File: config.mk
export PLATFORM = sky130hd
export DESIGN_NAME = bus_arbiter
export DESIGN_NICKNAME = d
export VERILOG_FILES = /design/src/rtl/bus_pkg.sv /design/src/rtl/bus_rr_pick.sv /design/src/rtl/bus_arbiter.sv
export SDC_FILE = /design/constraint.sdc
export NUM_CORES = 1
export LEC_CHECK = 0
export ABC_AREA = 1
export CAP_MARGIN = 10
export CELL_PAD_IN_SITES_DETAIL_PLACEMENT = 0
export CELL_PAD_IN_SITES_GLOBAL_PLACEMENT = 1
export CORE_MARGIN = 5
export CORE_UTILIZATION = 27
export DETAILED_ROUTE_END_ITERATION = 7
export GPL_TIMING_DRIVEN = 1
export PLACE_DENSITY = 0.82
export SLEW_MARGIN = 0
export SYNTH_ARGS = -nofsm -noshare
export SYNTH_HDL_FRONTEND = slang
export SYNTH_SLANG_ARGS = --single-unit
File: constraint.sdc
create_clock -name clk -period 2.65 [get_ports clk]
set_input_delay 0.795 -clock clk [delete_from_list [all_inputs] [get_ports clk]]
set_output_delay 0.795 -clock clk [all_outputs]
set_load 0.02 [all_outputs]
File: src/rtl/bus_pkg.sv
// rtl/bus_pkg.sv - shared constants, state encoding and address decode for the Hack data-bus arbiter
//
// Contents:
//   SEL_RAM / SEL_IO / SEL_NONE  slave-select codes driven on slaveSel
//   IO_ADDR                      the single mapped I/O register word
//   ST_*                         arbiter FSM state encoding
//   decode_sel()                 word address -> slave-select code

package bus_pkg;

  localparam logic [2:0] SEL_RAM  = 3'b000;
  localparam logic [2:0] SEL_IO   = 3'b010;
  localparam logic [2:0] SEL_NONE = 3'b100;

  localparam logic [15:0] IO_ADDR = 16'h4000;

  localparam logic [1:0] ST_IDLE  = 2'd0;
  localparam logic [1:0] ST_ISSUE = 2'd1;
  localparam logic [1:0] ST_WAIT  = 2'd2;
  localparam logic [1:0] ST_RESP  = 2'd3;

  // RAM occupies 0x0000-0x3FFF, the I/O register is exactly 0x4000,
  // everything else is unmapped.
  function automatic logic [2:0] decode_sel(input logic [15:0] addr);
    if (addr[15:14] == 2'b00) begin
      return SEL_RAM;
    end else if (addr == IO_ADDR) begin
      return SEL_IO;
    end else begin
      return SEL_NONE;
    end
  endfunction

endpackage

File: src/rtl/bus_rr_pick.sv
// rtl/bus_rr_pick.sv - combinational two-way round-robin choice
//
// Ports:
//   i_req      [1:0]  request bits, bit 0 = master 0, bit 1 = master 1
//   i_last            master granted most recently (0 or 1)
//   i_ack_mask [1:0]  masters whose ack is high this cycle; never granted
//   o_grant    [1:0]  one-hot grant, 00 when nothing is eligible

module bus_rr_pick (
  input  logic [1:0] i_req,
  input  logic       i_last,
  input  logic [1:0] i_ack_mask,
  output logic [1:0] o_grant
);

  logic [1:0] w_req;

  always_comb begin
    w_req   = i_req & ~i_ack_mask;
    o_grant = 2'b00;
    case (w_req)
      2'b01:   o_grant = 2'b01;
      2'b10:   o_grant = 2'b10;
      // On a tie the master that did not win last time goes first.
      2'b11:   o_grant = i_last ? 2'b01 : 2'b10;
      default: o_grant = 2'b00;
    endcase
  end

endmodule

File: src/rtl/bus_arbiter.sv
// rtl/bus_arbiter.sv - two-master round-robin arbiter and access sequencer for the Hack data bus
//
// Masters: 0 = CPU data port, 1 = program-loader/debug port.
// Slaves : RAM 0x0000-0x3FFF, I/O register 0x4000, all else unmapped.
//
// Parameters:
//   ADDR_W, DATA_W  address / data width
//   TIMEOUT         WAIT cycles before a bus error (only with BUS_TIMEOUT_EN)
//
// Ports:
//   clk, reset                 rising-edge clock, async active-high reset
//   m0Req/We/Addr/WData        master 0 request (held until m0Ack)
//   m1Req/We/Addr/WData        master 1 request (held until m1Ack)
//   m0Ack/m0RData              master 0 one-cycle ack and read data
//   m1Ack/m1RData              master 1 one-cycle ack and read data
//   sReq                       one-cycle slave strobe
//   sWe/sAddr/sWData           latched access, held until the next grant
//   slaveSel                   000 RAM, 010 I/O, 100 none (100 in IDLE)
//   sRData/sReady              slave read data and completion
//   busErr                     one-cycle error pulse, coincident with ack
//
// Build option: define BUS_TIMEOUT_EN to bound the WAIT state by TIMEOUT cycles.

module bus_arbiter
  import bus_pkg::*;
#(
  parameter int ADDR_W  = 16,
  parameter int DATA_W  = 16
`ifdef BUS_TIMEOUT_EN
  ,
  parameter int TIMEOUT = 15
`endif
) (
  input  logic              clk,
  input  logic              reset,
  input  logic              m0Req,
  input  logic              m0We,
  input  logic [ADDR_W-1:0] m0Addr,
  input  logic [DATA_W-1:0] m0WData,
  input  logic              m1Req,
  input  logic              m1We,
  input  logic [ADDR_W-1:0] m1Addr,
  input  logic [DATA_W-1:0] m1WData,
  output logic              m0Ack,
  output logic [DATA_W-1:0] m0RData,
  output logic              m1Ack,
  output logic [DATA_W-1:0] m1RData,
  output logic              sReq,
  output logic              sWe,
  output logic [ADDR_W-1:0] sAddr,
  output logic [DATA_W-1:0] sWData,
  output logic [2:0]        slaveSel,
  input  logic [DATA_W-1:0] sRData,
  input  logic              sReady,
  output logic              busErr
);

  logic [1:0]        r_state;
  logic [1:0]        r_gnt;
  logic              r_last;
  logic              r_we;
  logic [ADDR_W-1:0] r_addr;
  logic [DATA_W-1:0] r_wdata;
  logic [2:0]        r_sel;
  logic [DATA_W-1:0] r_rdata;
  logic              r_err;

  logic [1:0]        w_grant;
  logic [1:0]        w_ack_mask;
  logic              w_we;
  logic [ADDR_W-1:0] w_addr;
  logic [DATA_W-1:0] w_wdata;
  logic [2:0]        w_sel;

  assign w_ack_mask = {m1Ack, m0Ack};

  bus_rr_pick u_pick (
    .i_req      ({m1Req, m0Req}),
    .i_last     (r_last),
    .i_ack_mask (w_ack_mask),
    .o_grant    (w_grant)
  );

  assign w_we    = w_grant[1] ? m1We    : m0We;
  assign w_addr  = w_grant[1] ? m1Addr  : m0Addr;
  assign w_wdata = w_grant[1] ? m1WData : m0WData;
  assign w_sel   = decode_sel(16'(w_addr));

`ifdef BUS_TIMEOUT_EN
  localparam int CNT_W = $clog2(TIMEOUT + 1);
  logic [CNT_W-1:0] r_cnt;
  logic             w_timeout;
  assign w_timeout = (r_cnt == CNT_W'(TIMEOUT - 1));
`endif

  always_ff @(posedge clk or posedge reset) begin
    if (reset) begin
      r_state <= ST_IDLE;
      r_gnt   <= 2'b00;
      r_last  <= 1'b1;
      r_we    <= 1'b0;
      r_addr  <= '0;
      r_wdata <= '0;
      r_sel   <= SEL_NONE;
      r_rdata <= '0;
      r_err   <= 1'b0;
`ifdef BUS_TIMEOUT_EN
      r_cnt   <= '0;
`endif
    end else begin
      case (r_state)
        ST_IDLE: begin
          if (w_grant != 2'b00) begin
            r_gnt   <= w_grant;
            r_last  <= w_grant[1];
            r_we    <= w_we;
            r_addr  <= w_addr;
            r_wdata <= w_wdata;
            r_sel   <= w_sel;
            r_err   <= (w_sel == SEL_NONE);
            r_rdata <= '0;
            r_state <= ST_ISSUE;
          end
        end
        // An unmapped access spends this slot with sReq suppressed and
        // goes straight to RESP, giving its ack one cycle after the grant.
        ST_ISSUE: begin
`ifdef BUS_TIMEOUT_EN
          r_cnt   <= '0;
`endif
          r_state <= r_err ? ST_RESP : ST_WAIT;
        end
        ST_WAIT: begin
          if (sReady) begin
            r_rdata <= r_we ? '0 : sRData;
            r_state <= ST_RESP;
          end
`ifdef BUS_TIMEOUT_EN
          else if (w_timeout) begin
            r_rdata <= '0;
            r_err   <= 1'b1;
            r_state <= ST_RESP;
          end else begin
            r_cnt <= r_cnt + 1'b1;
          end
`endif
        end
        default: begin
          r_state <= ST_IDLE;
        end
      endcase
    end
  end

  assign sReq     = (r_state == ST_ISSUE) && !r_err;
  assign sWe      = r_we;
  assign sAddr    = r_addr;
  assign sWData   = r_wdata;
  assign slaveSel = (r_state == ST_IDLE) ? SEL_NONE : r_sel;

  assign m0Ack   = (r_state == ST_RESP) && r_gnt[0];
  assign m1Ack   = (r_state == ST_RESP) && r_gnt[1];
  assign m0RData = m0Ack ? r_rdata : '0;
  assign m1RData = m1Ack ? r_rdata : '0;
  assign busErr  = (r_state == ST_RESP) && r_err;

endmodule

-- After elaboration in Yosys (flattened, before gate mapping)
Cells that the tools add are included.
- register bits: 58
- output and inout port bits: 72
- input bits: 87
- word-level logic and storage cells: 51
- eq/ne operators: 10
- muxes and demuxes: 18
- reductions and logical operators: 12
- bitwise logic cells: 2
- operators with widths (kind ; count):
    two-way mux 16 bit ; 7
    one-hot mux 16 bit (2 select lines) ; 1
    equality test 16 x 15 -> 1 bit, second input constant ; 1
    one-hot mux 2 bit (3 select lines) ; 2
    two-way mux 3 bit ; 3
    equality test 2 bit, second input constant ; 4
    two-way mux 2 bit ; 3
    equality test 2 x 1 -> 1 bit, second input constant ; 2
    logical AND 1 bit ; 4
    zero test 2 bit ; 2
    inequality test 2 bit, second input constant ; 2
    AND reduction 2 bit ; 2
    nonzero test 2 bit ; 2
    equality test 3 bit, second input constant ; 1
    AND reduction 3 bit ; 1
    bitwise AND 2 bit ; 1
    two-way mux 1 bit ; 2
    inverter 2 bit ; 1
    zero test 1 bit ; 1

-- Longest topological paths before layout
Gate-level depths: netlist (run 1).
- depth after elaboration: 11
- mapped depth: 15
- mapped depth without buffers: 13

-- By module
Synthesis (run 1) repeated with hierarchy kept, for this count alone.
- cell total of the unflattened synthesis: 388
- area total of the unflattened synthesis: 2952.8 µm²
- modules (own cells, without submodules) (module ; area each (µm²) ; cells an instance ; sequential area each (µm²) ; instances):
    bus_arbiter ; 2906.5 ; 376 ; 1428.9 ; 1
    bus_rr_pick ; 46.3 ; 12 ; 0.0 ; 1

-- Least setup slack after synthesis (run 1)
Ideal clock, no wire load.
- path kind: reg2out
- start: register r_state[0]
- end: output port m0Ack
- data arrival time: 1.260 ns
- required time: 1.855 ns
- buffers on the path: 2
- cell stages (with the launch flop): 6
- setup slack: 0.595 ns
- cells stage by stage: dfrtp_1 -> ha_1 -> buf_6 -> nand2_4 -> clkbuf_1 -> inv_1
- word-level cells in the longest chain between the ends: 2
- ends and longest elaborated chain (element ; RTL line ; text):
    start, declared ; bus_arbiter.sv:58 ; logic [1:0] r_state;
    start signal, assigned ; bus_arbiter.sv:131 ; r_state <= r_err ? ST_RESP : ST_WAIT;
    equality test 2 bit ; bus_arbiter.sv:161 ; assign m0Ack = (r_state == ST_RESP) && r_gnt[0];
    logical AND 1 bit ; bus_arbiter.sv:161 ;
    end, declared ; bus_arbiter.sv:44 ; output logic m0Ack,
Every way passes these cells.

-- Final worst setup path (run 1)
- start: register r_state[0]
- end: output port m1RData[3]
- word-level cells in the longest chain between the ends: 3
- ends and longest elaborated chain (element ; RTL line ; text):
    equality test 2 bit ; bus_arbiter.sv:162 ; assign m1Ack = (r_state == ST_RESP) && r_gnt[1];
    logical AND 1 bit ; bus_arbiter.sv:162 ;
    two-way mux 16 bit ; bus_arbiter.sv:164 ; assign m1RData = m1Ack ? r_rdata : '0;
    end, declared ; bus_arbiter.sv:47 ; output logic [DATA_W-1:0] m1RData,
Every way passes these cells.

==> reports/metrics.cfg, run 1 <==
[floorplan]
io_pins=159
dieWidth_microns=116
coreArea_sq_mm=0.0109
rows=38
initial_core_util_pct=27.9
die_height_microns=116
dieArea_sq_mm=0.0135

[routing]
first_iter_violations=144
firstDrtPassIters=5
final_antenna_net_count=0
vias=3152
wirelength_mm=10.1
drc=0
drt-vias-per-instance=4.56
routedWlPerCell_microns=14.6

[power]
worst_ir_drop_vdd_mv=0.456
power.switching_mw=2.29
pwr-share-seq_pct=27.2
swShare_pct=40.2
comb_power_share_pct=50.1
power.leakage_nw=2.69
p_int_mw=3.40
pwr-share-clk_pct=22.7
p_per_area_mw_per_mm2=1100

[synthesis]
synth_edf_count=0
ys_ff_latch=57
synth.distinct_cells=27
synth_flop_cell=dfrtp_1
yosysSeqAreaShare_pct=46.8
ys_warn_count=0
async_reset_ff_share_pct=100
syn_inst=388
synthTopCellsByArea=dfrtp_1 (45%), nor2_1 (9.1%), nand2_1 (7.4%)
syn_nets=479
synth_common_cells=nor2_1 (74), nand2_1 (60), dfrtp_1 (55)
synth_area_sq_mm=0.00305
synth_top_cell_by_area=dfrtp_1
synth_top_area_share_pct=45.1
yosysMostFrequentCell=nor2_1
synth.avg_cell_area_sq_um=7.86

[final_layout]
diodes=0
area.growth.synth_to_final_pct=69.5
drive_above_1_share_pct=9.62
fin_nets=637

[clock_tree]
clkSinkCount=57
hold_buffers=0
cts_buffers=9
root_buffer=clkbuf_16
clkTransAtPathRegs_ns=0.05
clk_path_buf_depth=2
cts_tree=yes
clk_latency_ns=0.31
cts_setup_buffers=0
htreeDepth=3

[hold_path]
min_from=r_sel[2]$_DFFE_PP1P_
whs_endpoint=r_sel[2]$_DFFE_PP1P_
hold_depth=2
worst_hold_path_type=flip-flop to flip-flop

[placement]
globalplace.congestion=0.826
place_ws_ns=0.0308
io_buffer_count=157
hpwlAfterDp_mm=7.84

[sta]
slew_violations=0
fin_setup_tns_ns=0
setup_viol=0
setup_slack_ns=0.0559
fin_crit_sh_pct=97.9
rsz0062_at_grt=false
hold_viol=0
skew_ns=0.00578
fin_crit_ns=2.59
fmax_mhz=385

[outcome]
status=finished clean

[global_route]
grt_pass1_vias=3390
grt_max_degree=41
gr-total-overflow=0
antenna_found_initial=0
track_usage_pct=14.8
grt_pass1_wl_mm=16.1

[critical_path]
reg2reg_depth=11
cp_max_fo=19
r2r-start=r_state[0]$_DFFE_PP0P_
crit_arrival_ns=1.80
worstSetupPathType=flip-flop to primary output
crit_start=r_state[0]$_DFFE_PP0P_
r2r_slack_ns=0.63
start_kind=flip-flop
cp.required_ns=1.86
setup.worst_path.end_class=primary output
r2r-end=r_rdata[4]$_DFFE_PP0P_

[flow_run]
max_cap_viol_count=0

==> final cells by class <==
type,count,area [sq um]
Clock inverter,4,73.8
Tap cell,140,175
Multi-Input combinational cell,275,1360
Inverter,34,128
Fill cell,1086,5760
Timing Repair Buffer,169,1740
Clock buffer,12,267
Sequential cell,57,1430
==> power groups by stage <==
| stage | registers [mW] | clock network [mW] | logic, mW |
|---|---|---|---|
| after floorplan | 1.83 | 0 | 1.44 |
| after global placement | 1.54 | 0 | 2.84 |
| after detailed placement | 1.55 | 0 | 2.89 |
| after CTS | 1.56 | 1.33 | 2.90 |
| after global routing | 1.61 | 1.38 | 3.15 |
| final | 1.55 | 1.29 | 2.85 |
==> timing repair <==
item | in CTS | in global routing
endpoints found under the setup margin | 36 | 25
pin swaps | 0 | 0
resized for setup | 12 | 25
==> flip-flops by register name (all words and copies together), names as in the netlist <==
name,count
r_gnt,2
r_state,2
sAddr,16
sWe,1
r_sel,2
r_err,1
r_rdata,16
sWData,16
r_last,1
==> layout by cell type (no fill, tap or decap), types with 3 or more instances in the layout <==
cell	instances
nand2_1	60
dlygate4sd2_1	10
a31oi_1	14
ha_1	3
clkdlybuf4s50_1	122
nand2_2	3
inv_1	30
nand3_1	42
a21oi_1	3
clkbuf_16	9
inv_2	3
dlymetal6s2s_1	25
nor2_1	74
dfrtp_1	55
o21ai_0	39
nand2_4	4
o21ai_1	17
clkbuf_8	3
buf_4	10
nand3_2	3
==> per-layer routing <==
metal,vias up,part of all wire (%),GRT usage [%],routed length [microns]
li1,1575,-,-,-
met1,1444,41,17.4,4130
met2,125,49,25.9,4890
met3,8,9.2,4.51,926
met4,0,1.1,4.80,115
met5,-,0,0,0
==> worst max-delay path, cell delays in order, from the launching register on <==
cell and delay, ns:
dfrtp_1 0.41, ha_4 0.23, nand2_8 0.12, nor2_1 0.11, clkdlybuf4s50_1 0.61
==> worst max path at each step <==
stage                        end  slack (ns)  cells past startpoint
3_3_place_gp   r_err$_DFFE_PP0P_        0.09                     12
5_1_grt               m1RData[3]       0.002                      4
6_report              m1RData[3]        0.06                      4
4_1_cts              m1RData[11]      0.0003                      4
2_1_floorplan  r_err$_DFFE_PP0P_        0.46                      1
3_5_place_dp   r_err$_DFFE_PP0P_        0.03                     12
==> metrics by stage <==
stage                     cells  cell area [sq um]  power [mW]  hold WS (ns)  utilization (%)
final                       691               5170        5.70         0.467             47.3
after global routing        691               5170        6.13         0.493             47.3
after CTS                   691               5110        5.79         0.467             46.7
after detailed placement    675               4770        4.45         0.457             43.6
after global placement      675               4770        4.39         0.465             43.6
after floorplan             388               3050        3.26         0.444                -
==> cell families (layout without fill, tap and decap cells) <==
logic type               count (synthesis)  after routing  share of synthesized area (%)
AND/OR/NAND/NOR                        195            195                           29.2
AO/OA/AOI/OAI                           75             75                           13.1
flip-flops                              57             57                           46.8
buffers and inverters                   56            219                           9.06
adder cells (fa/ha/maj)                  4              4                           1.64
other                                    1              1                          0.123
(Power assumes the default switching activity.)
==> inputs of run 2 (changes only) <==
--- a/config.mk
+++ b/config.mk
@@ -12,7 +12,7 @@
 export CORE_MARGIN = 5
 export CORE_UTILIZATION = 27
 export DETAILED_ROUTE_END_ITERATION = 7
-export GPL_TIMING_DRIVEN = 1
+export GPL_TIMING_DRIVEN = 0
 export PLACE_DENSITY = 0.82
 export SLEW_MARGIN = 0
 export SYNTH_ARGS = -nofsm -noshare
==> reports/metrics.cfg, run 2 (same netlist as run 1, synthesis figures left out) <==
[outcome]
status=finished clean

[floorplan]
rows=38  ; unchanged
initial_core_util_pct=27.9  ; unchanged
io_pins=159  ; unchanged
dieWidth_microns=116  ; unchanged
coreArea_sq_mm=0.0109  ; unchanged
die_height_microns=116  ; unchanged
dieArea_sq_mm=0.0135  ; unchanged

[final_layout]
fin_nets=647  ; +1.6%
drive_above_1_share_pct=11.4  ; +1.8 points
diodes=0  ; unchanged
area.growth.synth_to_final_pct=65.2
utilization_pct=46.1  ; -1.2 points
final_common_cell=clkdlybuf4s50_1
final_cell_mix=clkdlybuf4s50_1 (120), nor2_1 (74), nand2_1 (60), dfrtp_1 (55), nand3_1 (42)

[critical_path]
cp.required_ns=1.86  ; about the same
r2r-end=sWData[6]$_DFFE_PP0P_
cp_num_buf_inv=3  ; +2
worstSetupPathType=flip-flop to primary output
critical-path-top-delay-family=buffers and inverters
reg2reg_depth=10  ; -1
r2r_slack_ns=0.46  ; -0.17 ns
start_kind=flip-flop
max_stage_delay_ns=0.40  ; -0.21 ns
r2r-start=r_state[0]$_DFFE_PP0P_
crit_arrival_ns=1.77  ; -0.03 ns
setup.worst_path.end_class=primary output
cp_max_fo=10  ; -9
crit_slowest_cell=dfrtp_1
path_cells=ha_1 -> buf_6 -> nand2_8 -> clkbuf_4 -> nor2_1 -> dlygate4sd2_1

[clock_tree]
root_buffer=clkbuf_16
hold_buffers=0  ; unchanged
cts_setup_buffers=0  ; unchanged
clkTransAtPathRegs_ns=0.05  ; about the same
clk_path_buf_depth=2  ; unchanged
clkSinkCount=57  ; unchanged
cts_tree=yes
ctsResizeCount=36  ; +24
cts_buffers=9  ; unchanged
clk_latency_ns=0.32  ; about the same
htreeDepth=3  ; unchanged

[global_route]
track_usage_pct=15.2  ; +0.38 points
grt_max_degree=33  ; -20%
gr-total-overflow=0  ; unchanged
grt_pass1_vias=3286  ; -3.1%
antenna_found_initial=0  ; unchanged
grt_pass1_wl_mm=16.3  ; +1.4%

[routing]
vias=3219  ; +2.1%
final_antenna_net_count=0  ; unchanged
first_iter_violations=135  ; -6.3%
wirelength_mm=10.5  ; +4.2%
routedWlPerCell_microns=15.0  ; +2.7%
firstDrtPassIters=4  ; -1
drc=0  ; unchanged
drt-vias-per-instance=4.59  ; +0.67%

[power]
worst_ir_drop_vdd_mv=0.495  ; +8.7%
finalPower_mw=5.47  ; -4.0%
power.leakage_nw=2.39  ; -11%
p_per_area_mw_per_mm2=1090  ; -1.4%

[placement]
place_ws_ns=-0.0836  ; -0.114 ns
globalplace.congestion=0.796  ; -3.5%
hpwlAfterDp_mm=8.17  ; +4.3%
io_buffer_count=157  ; unchanged

[hold_path]
hold_depth=2  ; unchanged
min_from=r_sel[2]$_DFFE_PP1P_
whs_endpoint=r_sel[2]$_DFFE_PP1P_
worst_hold_path_type=flip-flop to flip-flop

[sta]
fmax_mhz=390  ; +1.1%
slew_violations=0  ; unchanged
skew_ns=0.00562  ; -0.000152 ns
fin_crit_ns=2.57  ; -0.0287 ns
slew_headroom_pct=61.8
worst_pin_slew_ns=0.572
fin_crit_sh_pct=96.8  ; -1.1 points
setup_slack_ns=0.0847  ; +0.0287 ns
rsz0062_at_grt=false
holdWs_ns=0.461  ; -0.00559 ns
hold_viol=0  ; unchanged
fin_setup_tns_ns=0  ; unchanged
setup_viol=0  ; unchanged

[flow_run]
max_cap_viol_count=0  ; unchanged

==> run 2: changes by cell type in the layout (fill, tap and decap cells not counted), moves of 2 or more <==
cell             before  now
buf_2                 0    5
buf_4                10    6
buf_6                 0    5
bufinv_16             2    0
clkbuf_1              0    6
clkbuf_2              0    8
clkdlybuf4s15_1       0    3
clkdlybuf4s50_1     122  120
clkinv_2              1    3
dlygate4sd2_1        10   21
dlymetal6s2s_1       25    5
==> run 2: routing by layer <==
| metal | up-vias | global-route usage [%] | routed length (microns) | share of wire, % |
|---|---|---|---|---|
| li1 | 1604 | - | - | - |
| met3 | 7 | 4.40 | 884 | 8.4 |
| met5 | - | 0 | 0 | 0 |
| met2 | 112 | 26.0 | 5070 | 48 |
| met1 | 1496 | 18.9 | 4450 | 42 |
| met4 | 0 | 3.79 | 75 | 0.72 |
==> run 2: worst register-to-register path, stage by stage (launching register included) <==
cell and delay (ns):
dfrtp_1 0.40, ha_1 0.22, buf_6 0.15, nand2_4 0.18, nand2_2 0.11, nand2_4 0.16
inv_2 0.06, nor2_2 0.14, clkbuf_1 0.37, o21ai_0 0.17, o21ai_1 0.16
==> run 2: layout make-up <==
| type | instances | area, sq um |
|---|---|---|
| Fill cell | 1099 | 5900 |
| Timing Repair Buffer | 158 | 1540 |
| Sequential cell | 57 | 1430 |
| Clock inverter | 3 | 15.0 |
| Clock buffer | 13 | 260 |
| Inverter | 34 | 128 |
| Multi-Input combinational cell | 275 | 1350 |
| Tap cell | 140 | 175 |
| Buffer | 21 | 149 |
==> run 2: worst max-delay path by stage <==
stage	start	endpoint	slack [ns]	cells after the start
floorplan	reset	r_err$_DFFE_PP0P_	0.46	1
global placement	reset	sAddr[6]$_DFFE_PP0P_	-0.72	2
detailed placement	r_state[0]$_DFFE_PP0P_	m0RData[7]	-0.08	6
CTS	r_state[1]$_DFFE_PP0P_	m1RData[0]	0.002	5
global route	r_state[1]$_DFFE_PP0P_	m1RData[10]	0.003	6
finish	r_state[0]$_DFFE_PP0P_	m1RData[11]	0.08	6
==> run 2: where the power goes <==
group | internal [mW] | switching [mW]
clock | 0.678 | 0.382
combinational | 1.17 | 1.70
sequential | 1.32 | 0.220
==> run 2: metrics by stage <==
step                      area [sq um]  cells
after floorplan                   3050    388
after global placement            4800    685
after detailed placement          4820    686
after CTS                         5060    702
after global routing              5040    701
final                             5040    701
==> inputs of run 3 (changes only) <==
--- a/config.mk
+++ b/config.mk
@@ -9,10 +9,9 @@
 export CAP_MARGIN = 10
 export CELL_PAD_IN_SITES_DETAIL_PLACEMENT = 0
 export CELL_PAD_IN_SITES_GLOBAL_PLACEMENT = 1
-export CORE_MARGIN = 5
+export CORE_MARGIN = 3
 export CORE_UTILIZATION = 27
 export DETAILED_ROUTE_END_ITERATION = 7
-export GPL_TIMING_DRIVEN = 0
 export PLACE_DENSITY = 0.82
 export SLEW_MARGIN = 0
 export SYNTH_ARGS = -nofsm -noshare
==> reports/metrics.cfg, run 3 (same netlist as run 1, synthesis figures left out) <==
[final_layout]
layout.cells.non_filler=691  ; -1.4%
diodes=0  ; unchanged
area.growth.synth_to_final_pct=67.2
utilization_pct=46.6  ; +0.57 points
multi_input_area_sq_mm=0.00136  ; +1.3%
finish.instance_area_sq_mm=0.00510  ; +1.2%
fin_nets=637  ; -1.5%
final_cell_mix=clkdlybuf4s50_1 (121), nor2_1 (74), nand2_1 (60), dfrtp_1 (55), nand3_1 (42)
regArea_sq_mm=0.00143  ; unchanged
final_common_cell=clkdlybuf4s50_1
drive_above_1_share_pct=9.26  ; -2.2 points
fill_cells=1091  ; -0.73%

[critical_path]
cp.required_ns=1.86  ; about the same
cp_num_buf_inv=2  ; -1
cp_max_fo=19  ; +9
setup.worst_path.end_class=primary output
critical-path-top-delay-family=buffers and inverters
crit_arrival_ns=1.78  ; about the same
max_stage_delay_ns=0.60  ; +0.20 ns
worstSetupPathType=flip-flop to primary output
start_kind=flip-flop
crit_slowest_cell=clkdlybuf4s50_1
path_cells=ha_4 -> nand2_8 -> inv_1 -> clkdlybuf4s50_1

[power]
pwr-share-seq_pct=28.1  ; about the same
finalPower_mw=5.55  ; +1.4%
power.switching_mw=2.25  ; -2.4%
pwr-share-clk_pct=21.2  ; +1.8 points
worst_ir_drop_vdd_mv=0.403  ; -19%
comb_power_share_pct=50.8  ; -1.7 points
p_int_mw=3.30  ; +4.2%
swShare_pct=40.6  ; -1.6 points
power.leakage_nw=2.54  ; +6.5%
p_per_area_mw_per_mm2=1090  ; +0.16%

[global_route]
gr-total-overflow=0  ; unchanged
grt_max_degree=33  ; unchanged
grt_pass1_vias=2950  ; -10%
grt_pass1_wl_mm=14.9  ; -8.9%
track_usage_pct=14.7  ; -0.52 points
antenna_found_initial=0  ; unchanged

[routing]
final_antenna_net_count=0  ; unchanged
routedWlPerCell_microns=13.8  ; -7.5%
first_iter_violations=154  ; +14%
drc=0  ; unchanged
firstDrtPassIters=5  ; +1
vias=3141  ; -2.4%
wirelength_mm=9.56  ; -8.9%
drt-vias-per-instance=4.55  ; -1.0%

[placement]
hpwlAfterDp_mm=7.30  ; -11%
io_buffer_count=157  ; unchanged
dp_cells=675  ; -1.6%
placed_cell_area_sq_mm=0.00477  ; -1.0%
place_ws_ns=0.0626  ; +0.146 ns
globalplace.congestion=0.769  ; -3.4%

[floorplan]
dieArea_sq_mm=0.0126  ; -6.8%
coreArea_sq_mm=0.0109  ; unchanged
rows=38  ; unchanged
io_pins=159  ; unchanged
initial_core_util_pct=27.9  ; unchanged
die_height_microns=112  ; -3.4%
dieWidth_microns=112  ; -3.4%

[clock_tree]
cts_tree=yes
htreeDepth=3  ; unchanged
clkSinkCount=57  ; unchanged
clkTransAtPathRegs_ns=0.05  ; about the same
clk_latency_ns=0.32  ; about the same
cts_buffers=9  ; unchanged
hold_buffers=0  ; unchanged
clk_path_buf_depth=2  ; unchanged
root_buffer=clkbuf_16

[sta]
fin_crit_ns=2.58  ; +0.0134 ns
slew_violations=0  ; unchanged
fin_crit_sh_pct=97.3  ; +0.51 points
fin_setup_tns_ns=0  ; unchanged
skew_ns=0.00490  ; -0.000719 ns
holdWs_ns=0.476  ; +0.0149 ns
setup_viol=0  ; unchanged
setup_slack_ns=0.0713  ; -0.0134 ns
rsz0062_at_grt=false
fmax_mhz=388  ; -0.52%
hold_viol=0  ; unchanged

[outcome]
status=finished clean

[flow_run]
max_cap_viol_count=0  ; unchanged

[hold_path]
worst_hold_path_type=flip-flop to flip-flop

-- run 3: changes by cell type in the layout (fill, tap and decap cells not counted), sizes merged --
cell           previous run  this run
clkbuf                   26        14
buf                      17        12
bufinv                    0         1
clkdlybuf4s15             3         0
clkinv                    4         2
clkdlybuf4s50           120       121
dlymetal6s2s              5        15
-- run 3: worst reg2reg max path, cell delays in order, from the launching register on --
cell     delay (ns)
dfrtp_1        0.43
ha_4           0.23
nand2_4        0.19
nand2_2        0.11
nand2_4        0.24
nand2_4        0.11
nand2_1        0.10
nand2_1        0.06
nor2_1         0.12
nand2_1        0.09
nor2_2         0.10
nand2_1        0.06
nand2_1        0.07
nand2_1        0.05
-- run 3: power by group through the flow --
stage,Clock (mW),Sequential [mW],Combinational (mW)
2_1_floorplan,0,1.83,1.44
3_3_place_gp,0,1.55,2.82
3_5_place_dp,0,1.56,2.85
4_1_cts,1.20,1.56,2.86
5_1_grt,1.24,1.61,3.12
6_report,1.17,1.56,2.82
-- run 3: worst paths after layout --
path / slack, ns / cells past startpoint / start / to
hold / removal: 0.48 / 2 / r_sel[1]$_DFFE_PP0P_ / r_sel[1]$_DFFE_PP0P_
setup / recovery: 0.07 / 4 / r_state[0]$_DFFE_PP0P_ / m1Ack
setup reg to reg: 0.59 / 13 / r_state[0]$_DFFE_PP0P_ / r_err$_DFFE_PP0P_
max in group asynchronous: 1.24 / 3 / reset / sWData[8]$_DFFE_PP0P_
hold reg to reg: 0.48 / 2 / r_sel[1]$_DFFE_PP0P_ / r_sel[1]$_DFFE_PP0P_
min in group asynchronous: 0.82 / 2 / reset / sWe$_DFFE_PP0P_
-- run 3: area by class of cell --
| cell class | instances | share of cell area, % |
|---|---|---|
| clock buffers | 14 | 5.37 |
| repair buffers | 169 | 33.3 |
| well taps | 140 | 3.43 |
| flip-flops and latches | 57 | 28.0 |
| clock inverters | 2 | 0.687 |
| inverters | 34 | 2.50 |
| multi-input cells | 275 | 26.7 |
-- run 3: repair_timing --
action / CTS / global route
buffers inserted: 0 / 0
cloned: 0 / 0
resized for setup: 23 / 15
setup endpoints to repair: 36 / 15
-- run 3: routing by layer --
| metal | GRT usage (%) | part of all wire [%] |
|---|---|---|
| met5 | 0 | 0 |
| met1 | 18.7 | 44 |
| met4 | 4.09 | 1.1 |
| met2 | 24.0 | 48 |
| met3 | 4.85 | 7.7 |
